$ cat src/rtl/multdiv_pkg.sv
// rtl/multdiv_pkg.sv - shared types and constants for the multiply/divide unit
//
// Purpose: controller state encoding and default operand width, shared by
//          multdiv_unit and its testbench.
// Contents:
//    DEFAULT_WIDTH - default operand/result width in bits
//    state_t       - controller states IDLE, MULT, DIV, DONE
package multdiv_pkg;

   localparam int DEFAULT_WIDTH = 32;

   typedef enum logic [1:0] {
      IDLE = 2'd0,
      MULT = 2'd1,
      DIV  = 2'd2,
      DONE = 2'd3
   } state_t;

endpackage

$ cat src/rtl/multdiv_counter.sv
// rtl/multdiv_counter.sv - iteration up-counter with terminal-count flag
//
// Purpose: counts datapath iterations; terminal is high while the count equals
//          LAST, so the controller leaves the iterate state on that edge.
// Ports:
//    clock    in   rising-edge clock
//    reset    in   asynchronous active-high reset (count -> 0)
//    clear    in   synchronous clear, wins over enable
//    enable   in   increment by one
//    terminal out  count == LAST
module multdiv_counter #(
   parameter int CW   = 6,
   parameter int LAST = 31
) (
   input  logic clock,
   input  logic reset,
   input  logic clear,
   input  logic enable,
   output logic terminal
);

   logic [CW-1:0] count;

   always_ff @(posedge clock or posedge reset) begin
      if (reset) begin
         count <= '0;
      end else if (clear) begin
         count <= '0;
      end else if (enable) begin
         count <= count + CW'(1);
      end
   end

   assign terminal = (count == CW'(LAST));

endmodule

$ cat src/rtl/multdiv_unit.sv
// rtl/multdiv_unit.sv - iterative signed multiply / divide unit
//
// Purpose: signed WIDTH x WIDTH multiply (low half of product, overflow flag)
//          and signed divide (quotient truncated toward zero), one shift-add or
//          restoring step per cycle, fixed WIDTH+1 cycle latency.
// Ports:
//    clock           in   rising-edge clock
//    reset           in   asynchronous active-high reset
//    data_operandA   in   multiplicand / dividend (signed)
//    data_operandB   in   multiplier / divisor (signed)
//    ctrl_MULT       in   start pulse, multiply (wins over ctrl_DIV)
//    ctrl_DIV        in   start pulse, divide
//    data_result     out  product low half or quotient, held until next result
//    data_exception  out  multiply overflow, divide by zero, or MIN / -1
//    data_resultRDY  out  one-cycle pulse when data_result is updated
//    busy            out  high while iterating
module multdiv_unit
   import multdiv_pkg::*;
#(
   parameter int WIDTH = DEFAULT_WIDTH
) (
   input  logic             clock,
   input  logic             reset,
   input  logic [WIDTH-1:0] data_operandA,
   input  logic [WIDTH-1:0] data_operandB,
   input  logic             ctrl_MULT,
   input  logic             ctrl_DIV,
   output logic [WIDTH-1:0] data_result,
   output logic             data_exception,
   output logic             data_resultRDY,
   output logic             busy
);

   localparam int CW = $clog2(WIDTH + 1);
   localparam logic [WIDTH-1:0] MOST_NEG = {1'b1, {(WIDTH-1){1'b0}}};
   localparam logic [WIDTH-1:0] MINUS_ONE = {WIDTH{1'b1}};

   state_t state, state_next;

   logic                 start;
   logic                 iter_last;
   // Both operations run on magnitudes; acc_hi/acc_lo form the 2*WIDTH
   // product register for multiply and the remainder/quotient pair for divide.
   logic [WIDTH-1:0]     acc_hi, acc_lo, mcand;
   logic                 op_div, neg_res, div_zero, div_ovf;

   logic [WIDTH:0]       add_a, add_b, add_sum;
   logic                 add_sub;
   logic [WIDTH-1:0]     div_shift;
   logic [2*WIDTH-1:0]   prod_mag, prod_signed;
   logic [WIDTH:0]       prod_top;
   logic [WIDTH-1:0]     quot_signed;
   logic                 mult_ovf;

   function automatic logic [WIDTH-1:0] magnitude(input logic [WIDTH-1:0] v);
      return v[WIDTH-1] ? -v : v;
   endfunction

   assign start = ctrl_MULT | ctrl_DIV;
   assign busy  = (state == MULT) || (state == DIV);

   multdiv_counter #(
      .CW   (CW),
      .LAST (WIDTH - 1)
   ) u_counter (
      .clock    (clock),
      .reset    (reset),
      .clear    (start),
      .enable   (busy),
      .terminal (iter_last)
   );

   always_ff @(posedge clock or posedge reset) begin
      if (reset) begin
         state <= IDLE;
      end else begin
         state <= state_next;
      end
   end

   always_comb begin
      state_next = state;
      if (ctrl_MULT) begin
         state_next = MULT;
      end else if (ctrl_DIV) begin
         state_next = DIV;
      end else begin
         case (state)
            MULT, DIV: if (iter_last) state_next = DONE;
            DONE:      state_next = IDLE;
            default:   state_next = IDLE;
         endcase
      end
   end

   // Remainder stays below the divisor magnitude (<= 2^(WIDTH-1)), so the
   // shifted remainder always fits in WIDTH bits and acc_hi's MSB is spare.
   assign div_shift = {acc_hi[WIDTH-2:0], acc_lo[WIDTH-1]};

   // Single shared adder: add multiplicand in MULT, subtract divisor in DIV.
   always_comb begin
      add_sub = 1'b0;
      add_a   = {1'b0, acc_hi};
      add_b   = {1'b0, mcand};
      if (state == DIV) begin
         add_sub = 1'b1;
         add_a   = {1'b0, div_shift};
      end
      add_sum = add_a + (add_sub ? ~add_b : add_b) + {{WIDTH{1'b0}}, add_sub};
   end

   assign prod_mag    = {acc_hi, acc_lo};
   assign prod_signed = neg_res ? -prod_mag : prod_mag;
   // Representable iff the upper WIDTH+1 bits are a pure sign extension.
   assign prod_top    = prod_signed[2*WIDTH-1:WIDTH-1];
   assign mult_ovf    = !((&prod_top) || !(|prod_top));
   assign quot_signed = neg_res ? -acc_lo : acc_lo;

   always_ff @(posedge clock or posedge reset) begin
      if (reset) begin
         acc_hi         <= '0;
         acc_lo         <= '0;
         mcand          <= '0;
         op_div         <= 1'b0;
         neg_res        <= 1'b0;
         div_zero       <= 1'b0;
         div_ovf        <= 1'b0;
         data_result    <= '0;
         data_exception <= 1'b0;
         data_resultRDY <= 1'b0;
      end else begin
         data_resultRDY <= 1'b0;
         if (start) begin
            acc_hi   <= '0;
            acc_lo   <= magnitude(data_operandA);
            mcand    <= magnitude(data_operandB);
            op_div   <= !ctrl_MULT;
            neg_res  <= data_operandA[WIDTH-1] ^ data_operandB[WIDTH-1];
            div_zero <= (data_operandB == '0);
            div_ovf  <= (data_operandA == MOST_NEG) && (data_operandB == MINUS_ONE);
         end else begin
            case (state)
               MULT: begin
                  if (acc_lo[0]) begin
                     acc_hi <= add_sum[WIDTH:1];
                     acc_lo <= {add_sum[0], acc_lo[WIDTH-1:1]};
                  end else begin
                     acc_hi <= {1'b0, acc_hi[WIDTH-1:1]};
                     acc_lo <= {acc_hi[0], acc_lo[WIDTH-1:1]};
                  end
               end
               DIV: begin
                  // Non-negative difference means the divisor fits: keep it.
                  acc_hi <= add_sum[WIDTH] ? div_shift : add_sum[WIDTH-1:0];
                  acc_lo <= {acc_lo[WIDTH-2:0], ~add_sum[WIDTH]};
               end
               DONE: begin
                  data_resultRDY <= 1'b1;
                  if (op_div) begin
                     data_result    <= div_zero ? '0 : quot_signed;
                     data_exception <= div_zero | div_ovf;
                  end else begin
                     data_result    <= prod_signed[WIDTH-1:0];
                     data_exception <= mult_ovf;
                  end
               end
               default: ;
            endcase
         end
      end
   end

endmodule

$ cat config.mk
export PLATFORM = sky130hd
export DESIGN_NAME = multdiv_unit
export DESIGN_NICKNAME = d
export VERILOG_FILES = /design/src/rtl/multdiv_pkg.sv /design/src/rtl/multdiv_counter.sv /design/src/rtl/multdiv_unit.sv
export SDC_FILE = /design/constraint.sdc
export NUM_CORES = 1
export LEC_CHECK = 0
export ABC_AREA = 1
export CAP_MARGIN = 20
export CORE_MARGIN = 5
export CORE_UTILIZATION = 56
export CTS_BUF_LIST = sky130_fd_sc_hd__clkbuf_4
export CTS_CLUSTER_DIAMETER = 200
export CTS_CLUSTER_SIZE = 12
export DETAILED_ROUTE_END_ITERATION = 8
export HOLD_SLACK_MARGIN = 0.06
export PLACE_DENSITY = 0.79
export SYNTH_ARGS = -nofsm -noshare
export SYNTH_HDL_FRONTEND = slang
export SYNTH_HIERARCHICAL = 1
export SYNTH_SLANG_ARGS = --single-unit
$ cat constraint.sdc
create_clock -name clock -period 4.7 [get_ports clock]
set_input_delay 0.94 -clock clock [delete_from_list [all_inputs] [get_ports clock]]
set_output_delay 0.94 -clock clock [all_outputs]
set_load 0.1 [all_outputs]
==> results of run 1 <==
==> sequential cells by signal (all words and copies together), names as in the netlist <==
| signal | count |
|---|---|
| acc_lo | 32 |
| data_exception | 1 |
| neg_res | 1 |
| data_result | 32 |
| op_div | 1 |
| state | 2 |
| u_counter/count | 6 |
| mcand | 32 |
| acc_hi | 32 |
| div_zero | 1 |
| data_resultRDY | 1 |
| div_ovf | 1 |
==> power by group through the flow <==
stage | Combinational [uW] | Clock, uW | Sequential, uW
2_1_floorplan | 1540 | 0 | 2450
6_report | 3240 | 883 | 1720
3_5_place_dp | 3190 | 0 | 1730
3_3_place_gp | 3140 | 0 | 1720
4_1_cts | 3200 | 888 | 1700
5_1_grt | 3500 | 923 | 1740
==> cell usage after synthesis, types with 4 or more instances <==
| master | n |
|---|---|
| o21a_1 | 4 |
| inv_1 | 190 |
| o21ai_2 | 7 |
| nand3_1 | 147 |
| nor3_1 | 27 |
| a21oi_1 | 143 |
| o21ai_0 | 214 |
| o31ai_1 | 7 |
| a31oi_1 | 35 |
| xnor2_1 | 13 |
| nand2_1 | 546 |
| o21ai_1 | 8 |
| ha_1 | 40 |
| nand2_2 | 11 |
| a32o_1 | 8 |
| a21o_1 | 12 |
| nor2_2 | 7 |
| dfrtp_1 | 142 |
| nor4_1 | 10 |
| buf_1 | 12 |
| buf_2 | 8 |
| buf_6 | 4 |
| nor2_1 | 308 |
| nand4_1 | 37 |
| xor2_1 | 76 |
| clkbuf_1 | 60 |
| o211ai_1 | 25 |
| nand3b_1 | 10 |
==> layout make-up <==
type	instances	area (um2)
clock buffer	17	128
inverter	192	726
timing repair buffer	121	1190
fill	2339	8560
tap	319	399
sequential	142	3550
multi-input combinational	1743	8880
antenna	1	2.50
clock inverter	15	165
==> worst paths after layout <==
kind,from,to,slack [ns],cells after the start
max,state[0]$_DFFE_PP0P_,acc_hi[11]$_DFFE_PP0P_,0.78,21
min,data_result[28]$_DFFE_PP0P_,data_result[28]$_DFFE_PP0P_,0.50,2
max reg2reg,state[0]$_DFFE_PP0P_,acc_hi[11]$_DFFE_PP0P_,0.78,21
min reg2reg,data_result[28]$_DFFE_PP0P_,data_result[28]$_DFFE_PP0P_,0.50,2
max in group asynchronous,reset,mcand[9]$_DFFE_PP0N_,3.09,3
min in group asynchronous,reset,u_counter/count[0]$_DFFE_PP0P_,0.65,2
==> logic make-up after synthesis <==
family          after synthesis
xor+xnor                     89
buf+inv                     279
compound gates              489
flops                       142
simple gates               1124
fa+ha+maj                    41
==> metal layers <==
| metal | part of all wire | global-route usage | vias up |
|---|---|---|---|
| li1 | - | - | 7334 |
| met1 | 0.43 | 0.496 | 7026 |
| met2 | 0.43 | 0.520 | 821 |
| met3 | 0.11 | 0.0695 | 94 |
| met4 | 0.030 | 0.104 | 0 |
| met5 | 0 | 0 | - |
==> per-stage QoR <==
step	power [uW]	std cells	setup WS [ns]
2_1_floorplan	3990	2164	0.121
3_3_place_gp	4870	2517	0.973
3_5_place_dp	4920	2517	0.794
4_1_cts	5790	2549	0.812
5_1_grt	6170	2550	0.406
6_report	5840	2550	0.780
==> worst register-to-register path: cells and delay by family (launching register included) <==
kind / cells / cell delay (ns)
and+or+nand+nor: 9 / 1.03
adders and majority gates: 2 / 0.92
buffers and inverters: 3 / 0.52
DFF: 1 / 0.45
AOI/OAI and AO/OA: 7 / 0.92
==> run metrics, run 1 <==
die height 165 um; CP Capture Type flop; ANT nets after route 0; TritonCTS sink count 142; largest area contributor in the netlist dfrtp_1; Num CTS Buffers 17; Yosys top cell area share 0.263; DRC Markers 0; WS Path Type flop to flop; placed cell area 14,800 um2; clock root buffer master clkbuf_4; Slowest cell on crit path ha_4; WL final 47,000 um; Total Routing Usage GR 0.343; Rows 56; Clock Path Buffers 2; grt ovf 0; worst skew pair latency 0.61 ns; # hold bufs at CTS 0; Hold Crit Class flop to flop; routability congestion estimate 1.01; core area 23,600 um2; Resized Gates After CTS 0; layout net count 2,326; final number of setup-violating endpoints 0; Most Frequent Cell on Critical Path nand2_1; Clock power frac 0.151; Worst EP required 5.18 ns; CTS tree done; hpwl dp 37,000 um; hold slack 0.499 ns; arrival time worst endpoint 4.40 ns; Starting Density 0.572; ranking of synthesized cells by area dfrtp_1, nand2_1, nor2_1; FF+latch count, synth 142; Synth Area in Compound Gates 0.206; PD cells 388 nW/um2; asr flop ratio synth 1.00; Buf/Inv on CP 3; startpoint types flop; Die X-Extent 165 um; Max Cap Viol 0; initial antenna violation count 1; Syn Area/Cell 6.25 um2; CP max stage delay 0.52 ns; simple-gate area share of the yosys netlist 0.354; switching power total 3210 uW; YS warnings 6; Crit Path Max Fanout 43; DIE AREA 27,300 um2; final core utilization 0.637; Port Buffers 102; Area Growth Syn to Fin 11.4%; Seq pwr share 0.294; Pre-Repair DR Iteration Count 6; most common cell after layout, fill and taps aside nand2_1; Final Cycle Share 0.834; drt initial violations 2,088; Final Max Slew Viols 0; clk_skew 0.0297 ns; max_slew headroom 0.334; XOR/XNOR Fraction of Synth Area 0.0577; number of I/O pins 103; largest family of logic cells by synthesized area simple AND/OR/NAND/NOR gates; final instance area 15,000 um2; setup TNS 0 ns; DR vias 15.3k; Mapped Area 13,500 um2; Mapped Cells 2,164; Netlist cell types 57; Post-CTS Setup Repair Bufs 0; DR WL/cell 18.4 um; Seq/Total Area, Yosys 0.263; Fin. Hold Viols 0; first-pass GRT wire length 74,000 um; internal power 2630 uW; worst-margin pin slew 0.995 ns; cell leakage power 0.00706 uW; Comb pwr share 0.555; status finished, final reports clean; Vias per Instance 5.99; RSZ-0062 raised after global routing no; Top delay family on crit path simple AND/OR/NAND/NOR gates; Synth Flop Type dfrtp_1; minimum clock period 3.92 ns; number of flops mapped to enable cells by yosys 0; largest net degree at the start of global routing 96; peak supply drop 0.310 mV; Reg clk slew, reported paths 0.17 ns; syn_nets 2,273; Sw Share 0.550; CTS H-tree lvls 4; vias in the first global route 14.0k; Synth Area in Adders 0.0385; fraction of layout cells with a size suffix above 1 0.0493; most frequent cells in the layout nand2_1, nor2_1, o21ai_0; maximum clock frequency 255 MHz; worst-path cell chain inv_1, ha_4, nand2_1, o21ai_2, nand2_1, o21ai_2, inv_2, fa_1, nand3_1, nand2_1, a21oi_2, o21ai_2, nand2_1, nand2_2, nand3_1, nand2_2, buf_4, a21oi_1, o21ai_0, nand3_1, o21ai_0; proportion of synthesized area in mux cells 0
No activity file was read; power rests on OpenSTA's default activity.
==> run 2: changes to the inputs <==
==> constraint.sdc (replaced) <==
create_clock -name clock -period 3.3 [get_ports clock]
set_input_delay 0.66 -clock clock [delete_from_list [all_inputs] [get_ports clock]]
set_output_delay 0.66 -clock clock [all_outputs]
set_load 0.1 [all_outputs]
==> run 2 against run 1 <==
Effect of this change:
- the run now ends with DRC, setup timing left
- count of clock-buffer cells in the layout did not move
- sequential share of layout area fell by 1.4 points
- via count rose by 4.5%
- first-iteration DRC count rose by 26%
- die area did not move
- cell area rose by 6.3%
- combinational power rose by 53%
- worst hold slack got worse by 0.15 ns
- utilization rose by 4.0 points
- critical path depth fell by 6
- critical endpoint is now acc_hi[3]$_DFFE_PP0P_
- largest cell class unchanged
==> run metrics, run 2 (same netlist as run 1, synthesis figures left out) <==
CTS tree done; Die X-Extent 165 um (unchanged); Worst setup endpoint acc_hi[3]$_DFFE_PP0P_; Port Buffers 102 (unchanged); Most Used Layer, Global Route met2; critical path depth 15 (-29%); crit path launch state[1]$_DFFE_PP0P_; Clock Path Buffers 2 (unchanged); WL final 49,900 um (+6.3%); placed cell area 15,200 um2 (+3.0%); max_slew headroom 0.388 (+0.0539); PD cells 541 nW/um2 (+40%); DR vias 16.0k (+4.5%); CTS H-tree lvls 4 (unchanged); Final Cycle Share 1.01 (+0.172); TritonCTS sink count 142 (unchanged); Slowest cell on crit path dfrtp_2; Seq pwr share 0.278 (-0.016); # fillers 2,175 (-7.0%); GRT met3 Usage 0.0688 (-0.000745); startpoint types flop; CP max stage delay 0.48 ns (-0.04 ns); fraction of layout cells with a size suffix above 1 0.117 (+0.0678); setup slack after layout -0.0190 ns (-0.799 ns); arrival time worst endpoint 3.78 ns (-0.62 ns); Max Cap Viol 0 (unchanged); drt initial violations 2,637 (+26%); core area 23,600 um2 (unchanged); Area Growth Syn to Fin 18.3%; clk_skew 0.0275 ns (-0.00218 ns); worst skew pair latency 0.60 ns (about the same); Rows 56 (unchanged); worst-margin pin slew 0.916 ns (-0.0797 ns); Hold Crit Class input pin to async pin; cell leakage power 0.00758 uW (+7.3%); WS Path Type flop to flop; final number of setup-violating endpoints 1 (+1); peak supply drop 0.734 mV (+140%); switching power total 4670 uW (+46%); reg2reg setup slack -0.02 ns (-0.80 ns); internal power 3980 uW (+52%); Worst R2R End acc_hi[3]$_DFFE_PP0P_; area occupied by multi-input gates 9110 um2 (+2.5%); maximum clock frequency 301 MHz (+18%); grt ovf 0 (unchanged); Total Routing Usage GR 0.353 (+0.00952); Vias per Instance 6.08 (+1.4%); Starting Density 0.572 (unchanged); clock root buffer master clkbuf_4; minimum clock period 3.32 ns (-0.601 ns); violated checks DRC, setup timing; most common cell after layout, fill and taps aside nand2_1; R2R depth 15 (-29%); status complete, but fails checks; Crit Path Max Fanout 22 (-49%); Inst Count DP 2,572 (+2.2%); ANT nets after route 0 (unchanged); largest net degree at the start of global routing 76 (-21%); Num CTS Buffers 17 (unchanged); Clock power frac 0.149 (-0.002); Pre-Repair DR Iteration Count 9 (+3); routability congestion estimate 1.02 (+1.7%); first-pass GRT wire length 75,600 um (+2.1%); register area 3560 um2 (about the same); final instance area 16,000 um2 (+6.3%); Reg clk slew, reported paths 0.16 ns (about the same); grt met1 use 0.491 (-0.00439); number of I/O pins 103 (unchanged); Most Frequent Cell on Critical Path o21ai_0; Comb pwr share 0.573 (+0.018); Worst EP required 3.76 ns (-1.42 ns); most frequent cells in the layout nand2_1, nor2_1, o21ai_0; Final Max Slew Viols 0 (unchanged); CP Capture Type flop; DRC Markers 3 (+3); vias in the first global route 14.1k (+0.78%); Buf/Inv on CP 2 (-1); hpwl dp 38,700 um (+4.8%); worst-path cell chain ha_4, buf_12, o21ai_0, ha_1, a21o_1, nor2_1, a21boi_2, nor3_1, nor2_1, nand2_4, buf_12, a21oi_1, o21ai_0, nand3_1, o21ai_0; initial antenna violation count 1 (unchanged); Top delay family on crit path compound AO/OA/AOI/OAI gates; Fin. Hold Viols 0 (unchanged); DIE AREA 27,300 um2 (unchanged); Pwr Total 8660 uW (+48%); die height 165 um (unchanged); R2R Path Start state[1]$_DFFE_PP0P_; Sw Share 0.540 (-0.0100); layout net count 2,402 (+3.3%); met2 global-route usage 0.548 (+0.0280); non-filler instance count after layout 2,626 (+3.0%); DR WL/cell 19.0 um (+3.3%); RSZ-0062 raised after global routing yes
==> run 2: changes by cell type in the layout (fill, tap and decap cells not counted), sizes merged <==
cell | before | now
clkbuf | 17 | 21
clkdlybuf4s50 | 102 | 67
inv | 202 | 200
buf | 19 | 126
bufinv | 1 | 2
clkinv | 2 | 4
clkinvlp | 2 | 1
==> run 2: cell type report <==
class / instances / share of cell area
repair buffers: 197 / 0.118
multi-input cells: 1743 / 0.570
clock buffers: 17 / 0.00798
inverters: 192 / 0.0453
well taps: 319 / 0.0250
clock inverters: 15 / 0.0120
diodes: 1 / 0.000156
flip-flops and latches: 142 / 0.222
==> run 2: what timing repair did <==
action | in CTS | in global routing
buffers inserted | 0 | 17
gates cloned | 0 | 4
setup endpoints to repair | 4 | 33
hold buffers | 0 | 0
hold endpoints to repair | 0 | 0
pin swaps | 0 | 12
gates resized for setup | 4 | 82
==> run 2: stage by stage <==
step / hold slack, ns / setup slack [ns] / TNS (ns) / util
2_1_floorplan: 0.451 / 0.104 / 0 / -
3_3_place_gp: 0.466 / -0.147 / -0.284 / 0.643
3_5_place_dp: 0.474 / -0.0777 / -0.153 / 0.643
4_1_cts: 0.327 / 0.0129 / 0 / 0.657
5_1_grt: 0.340 / -0.0986 / -0.573 / 0.677
6_report: 0.347 / -0.0190 / -0.0190 / 0.677
==> run 2: power by group through the flow <==
stage | Combinational (uW) | Clock (uW) | Sequential [uW]
CTS | 4690 | 1300 | 2390
global route | 5300 | 1370 | 2440
detailed placement | 4670 | 0 | 2420
global placement | 4610 | 0 | 2410
finish | 4960 | 1290 | 2410
floorplan | 2200 | 0 | 3490
==> run 2: worst min-delay path by stage <==
| stage | to | startpoint | cells after the start |
|---|---|---|---|
| 6_report | u_counter/count[0]$_DFFE_PP0P_ | reset | 2 |
| 5_1_grt | u_counter/count[0]$_DFFE_PP0P_ | reset | 2 |
| 4_1_cts | u_counter/count[0]$_DFFE_PP0P_ | reset | 2 |
| 3_5_place_dp | data_result[22]$_DFFE_PP0P_ | data_result[22]$_DFFE_PP0P_ | 2 |
| 3_3_place_gp | data_result[28]$_DFFE_PP0P_ | data_result[28]$_DFFE_PP0P_ | 2 |
| 2_1_floorplan | u_counter/count[0]$_DFFE_PP0P_ | reset | 1 |
==> run 2: layer usage <==
layer / up-vias / part of all wire
met3: 116 / 0.13
met2: 1085 / 0.44
met4: 0 / 0.039
met5: - / 0
met1: 7273 / 0.39
li1: 7484 / -
==> run 3: changes to the inputs <==
--- a/config.mk
+++ b/config.mk
@@ -6,6 +6,7 @@
 export NUM_CORES = 1
 export LEC_CHECK = 0
 export ABC_AREA = 1
+export ABC_CLOCK_PERIOD_IN_PS = 3300
 export CAP_MARGIN = 20
 export CORE_MARGIN = 5
 export CORE_UTILIZATION = 56
@@ -13,6 +14,7 @@
 export CTS_CLUSTER_DIAMETER = 200
 export CTS_CLUSTER_SIZE = 12
 export DETAILED_ROUTE_END_ITERATION = 8
+export GPL_TIMING_DRIVEN = 0
 export HOLD_SLACK_MARGIN = 0.06
 export PLACE_DENSITY = 0.79
 export SYNTH_ARGS = -nofsm -noshare
==> run 3 against run 2 <==
Effect of this change:
- the flow finishes with violations (setup timing)
- largest cell class unchanged
- fmax fell by 2.5%
- utilization rose by 4.4 points
- routed wire length rose by 12%
- cell area rose by 6.5%
==> run metrics, run 3 (same netlist as run 1, synthesis figures left out) <==
status complete, but fails checks; violated checks setup timing; ANT nets after route 0 (unchanged); core area 23,600 um2 (unchanged); R2R depth 20 (+5); Worst EP required 3.82 ns (+0.06 ns); Inst Count DP 2,588 (+0.62%); DR WL/cell 20.9 um (+9.6%); grt ovf 0 (unchanged); placed cell area 15,000 um2 (-1.3%); Total Routing Usage GR 0.374 (+0.0208); Reg clk slew, reported paths 0.17 ns (about the same); clock root buffer master clkbuf_4; first-pass GRT wire length 79,400 um (+5.0%); DIE AREA 27,300 um2 (unchanged); vias in the first global route 14.6k (+3.7%); Vias per Instance 6.27 (+3.1%); DR vias 16.8k (+5.4%); Hold Crit Class input pin to async pin; arrival time worst endpoint 3.92 ns (+0.14 ns); Clock Path Buffers 2 (unchanged); worst-margin pin slew 0.982 ns (+0.0666 ns); number of I/O pins 103 (unchanged); routability congestion estimate 1.06 (+3.0%); hpwl dp 41,100 um (+6.0%); minimum clock period 3.40 ns (+0.0842 ns); drt initial violations 2,965 (+12%); non-filler instance count after layout 2,684 (+2.2%); peak supply drop 0.693 mV (-5.5%); Die X-Extent 165 um (unchanged); worst skew pair latency 0.62 ns (+0.02 ns); layout net count 2,460 (+2.4%); Num CTS Buffers 17 (unchanged); DRC Markers 0 (-3); Crit Path Max Fanout 8 (-64%); Area Growth Syn to Fin 26.1%; largest net degree at the start of global routing 39 (-49%); final number of setup-violating endpoints 12 (+11); R2R Path Start state[0]$_DFFE_PP0P_; Fin. Hold Viols 0 (unchanged); Final Cycle Share 1.03 (+0.0255); maximum clock frequency 294 MHz (-2.5%); CP Capture Type flop; RSZ-0062 raised after global routing yes; max_slew headroom 0.343 (-0.0452); CTS tree done; startpoint types flop; die height 165 um (unchanged); CTS H-tree lvls 4 (unchanged); Port Buffers 102 (unchanged); WL final 56,000 um (+12%); most common cell after layout, fill and taps aside nand2_1; reg2reg setup slack -0.10 ns (-0.08 ns); most frequent cells in the layout nand2_1, nor2_1, inv_1; Rows 56 (unchanged); # fillers 1,955 (-10%); cell leakage power 0.00772 uW (+1.9%); fraction of layout cells with a size suffix above 1 0.140 (+0.0225); final instance area 17,000 um2 (+6.5%); setup slack after layout -0.103 ns (-0.0842 ns); clk_skew 0.0440 ns (+0.0165 ns); WS Path Type flop to flop; initial antenna violation count 1 (unchanged); Max Cap Viol 0 (unchanged); Final Max Slew Viols 0 (unchanged); # hold bufs at CTS 0 (unchanged); PD cells 543 nW/um2 (+0.31%); Pre-Repair DR Iteration Count 9 (unchanged); Starting Density 0.572 (unchanged); TritonCTS sink count 142 (unchanged); Worst R2R End acc_hi[30]$_DFFE_PP0P_
[run 3: per-layer routing]
metal  routed length [um]  GRT usage
met5                    0          0
met3                 7380     0.0998
met4                 3450      0.145
met1                20800      0.503
met2                24400      0.575
[run 3: worst max-delay path by stage]
stage / startpoint / end / cells after the start / slack (ns)
after global routing: state[0]$_DFFE_PP0P_ / acc_hi[30]$_DFFE_PP0P_ / 20 / -0.28
after detailed placement: state[0]$_DFFE_PP0P_ / acc_hi[0]$_DFFE_PP0P_ / 19 / -1.11
after CTS: state[0]$_DFFE_PP0P_ / acc_hi[0]$_DFFE_PP0P_ / 20 / -0.07
final: state[0]$_DFFE_PP0P_ / acc_hi[30]$_DFFE_PP0P_ / 20 / -0.10
after global placement: state[0]$_DFFE_PP0P_ / acc_hi[0]$_DFFE_PP0P_ / 19 / -1.08
after floorplan: state[0]$_DFFE_PP0P_ / acc_hi[13]$_DFFE_PP0P_ / 19 / 0.10
[run 3: what timing repair did]
item                       CTS  global route
pin swaps                   27            52
cloned                       1             4
setup endpoints to repair   34            35
buffers inserted            33            30
gates resized for setup    104           201
[run 3: area by class of cell]
cell class	count	area [um2]	share of cell area
Timing Repair Buffer	172	1690	0.0989
Clock buffer	17	128	0.00749
Sequential cell	142	3550	0.209
Clock inverter	15	189	0.0111
Tap cell	319	399	0.0234
Buffer	82	531	0.0311
Antenna cell	1	2.50	0.000147
Multi-Input combinational cell	1744	9820	0.576
Inverter	192	728	0.0427
[run 3: power breakdown]
| group | switching [uW] | internal, uW |
|---|---|---|
| logic | 3840 | 1720 |
| registers | 382 | 2050 |
| clock network | 890 | 366 |
[run 3: through the flow]
step | hold slack [ns] | TNS (ns) | total power [uW] | setup WS (ns) | util
2_1_floorplan | 0.451 | 0 | 5690 | 0.104 | -
5_1_grt | 0.291 | -3.95 | 9650 | -0.284 | 0.722
4_1_cts | 0.313 | -0.421 | 8460 | -0.0666 | 0.673
3_3_place_gp | 0.463 | -60.09 | 6950 | -1.08 | 0.633
6_report | 0.297 | -0.594 | 9250 | -0.103 | 0.722
3_5_place_dp | 0.472 | -26.63 | 7030 | -1.11 | 0.635
[run 3: worst max-delay path, stage by stage, from the launching register on]
cell       delay [ns]
dfrtp_1          0.45
inv_2            0.11
ha_4             0.20
clkbuf_16        0.20
buf_12           0.13
xor2_1           0.25
ha_4             0.27
a21oi_1          0.26
inv_1            0.13
a31oi_1          0.23
o21ai_1          0.10
inv_1            0.09
o21ai_0          0.07
a21oi_1          0.26
nand2_1          0.12
nand2_1          0.09
nand2_1          0.06
nand2_1          0.08
nand2_1          0.06
nand3_1          0.08
nand2_1          0.06
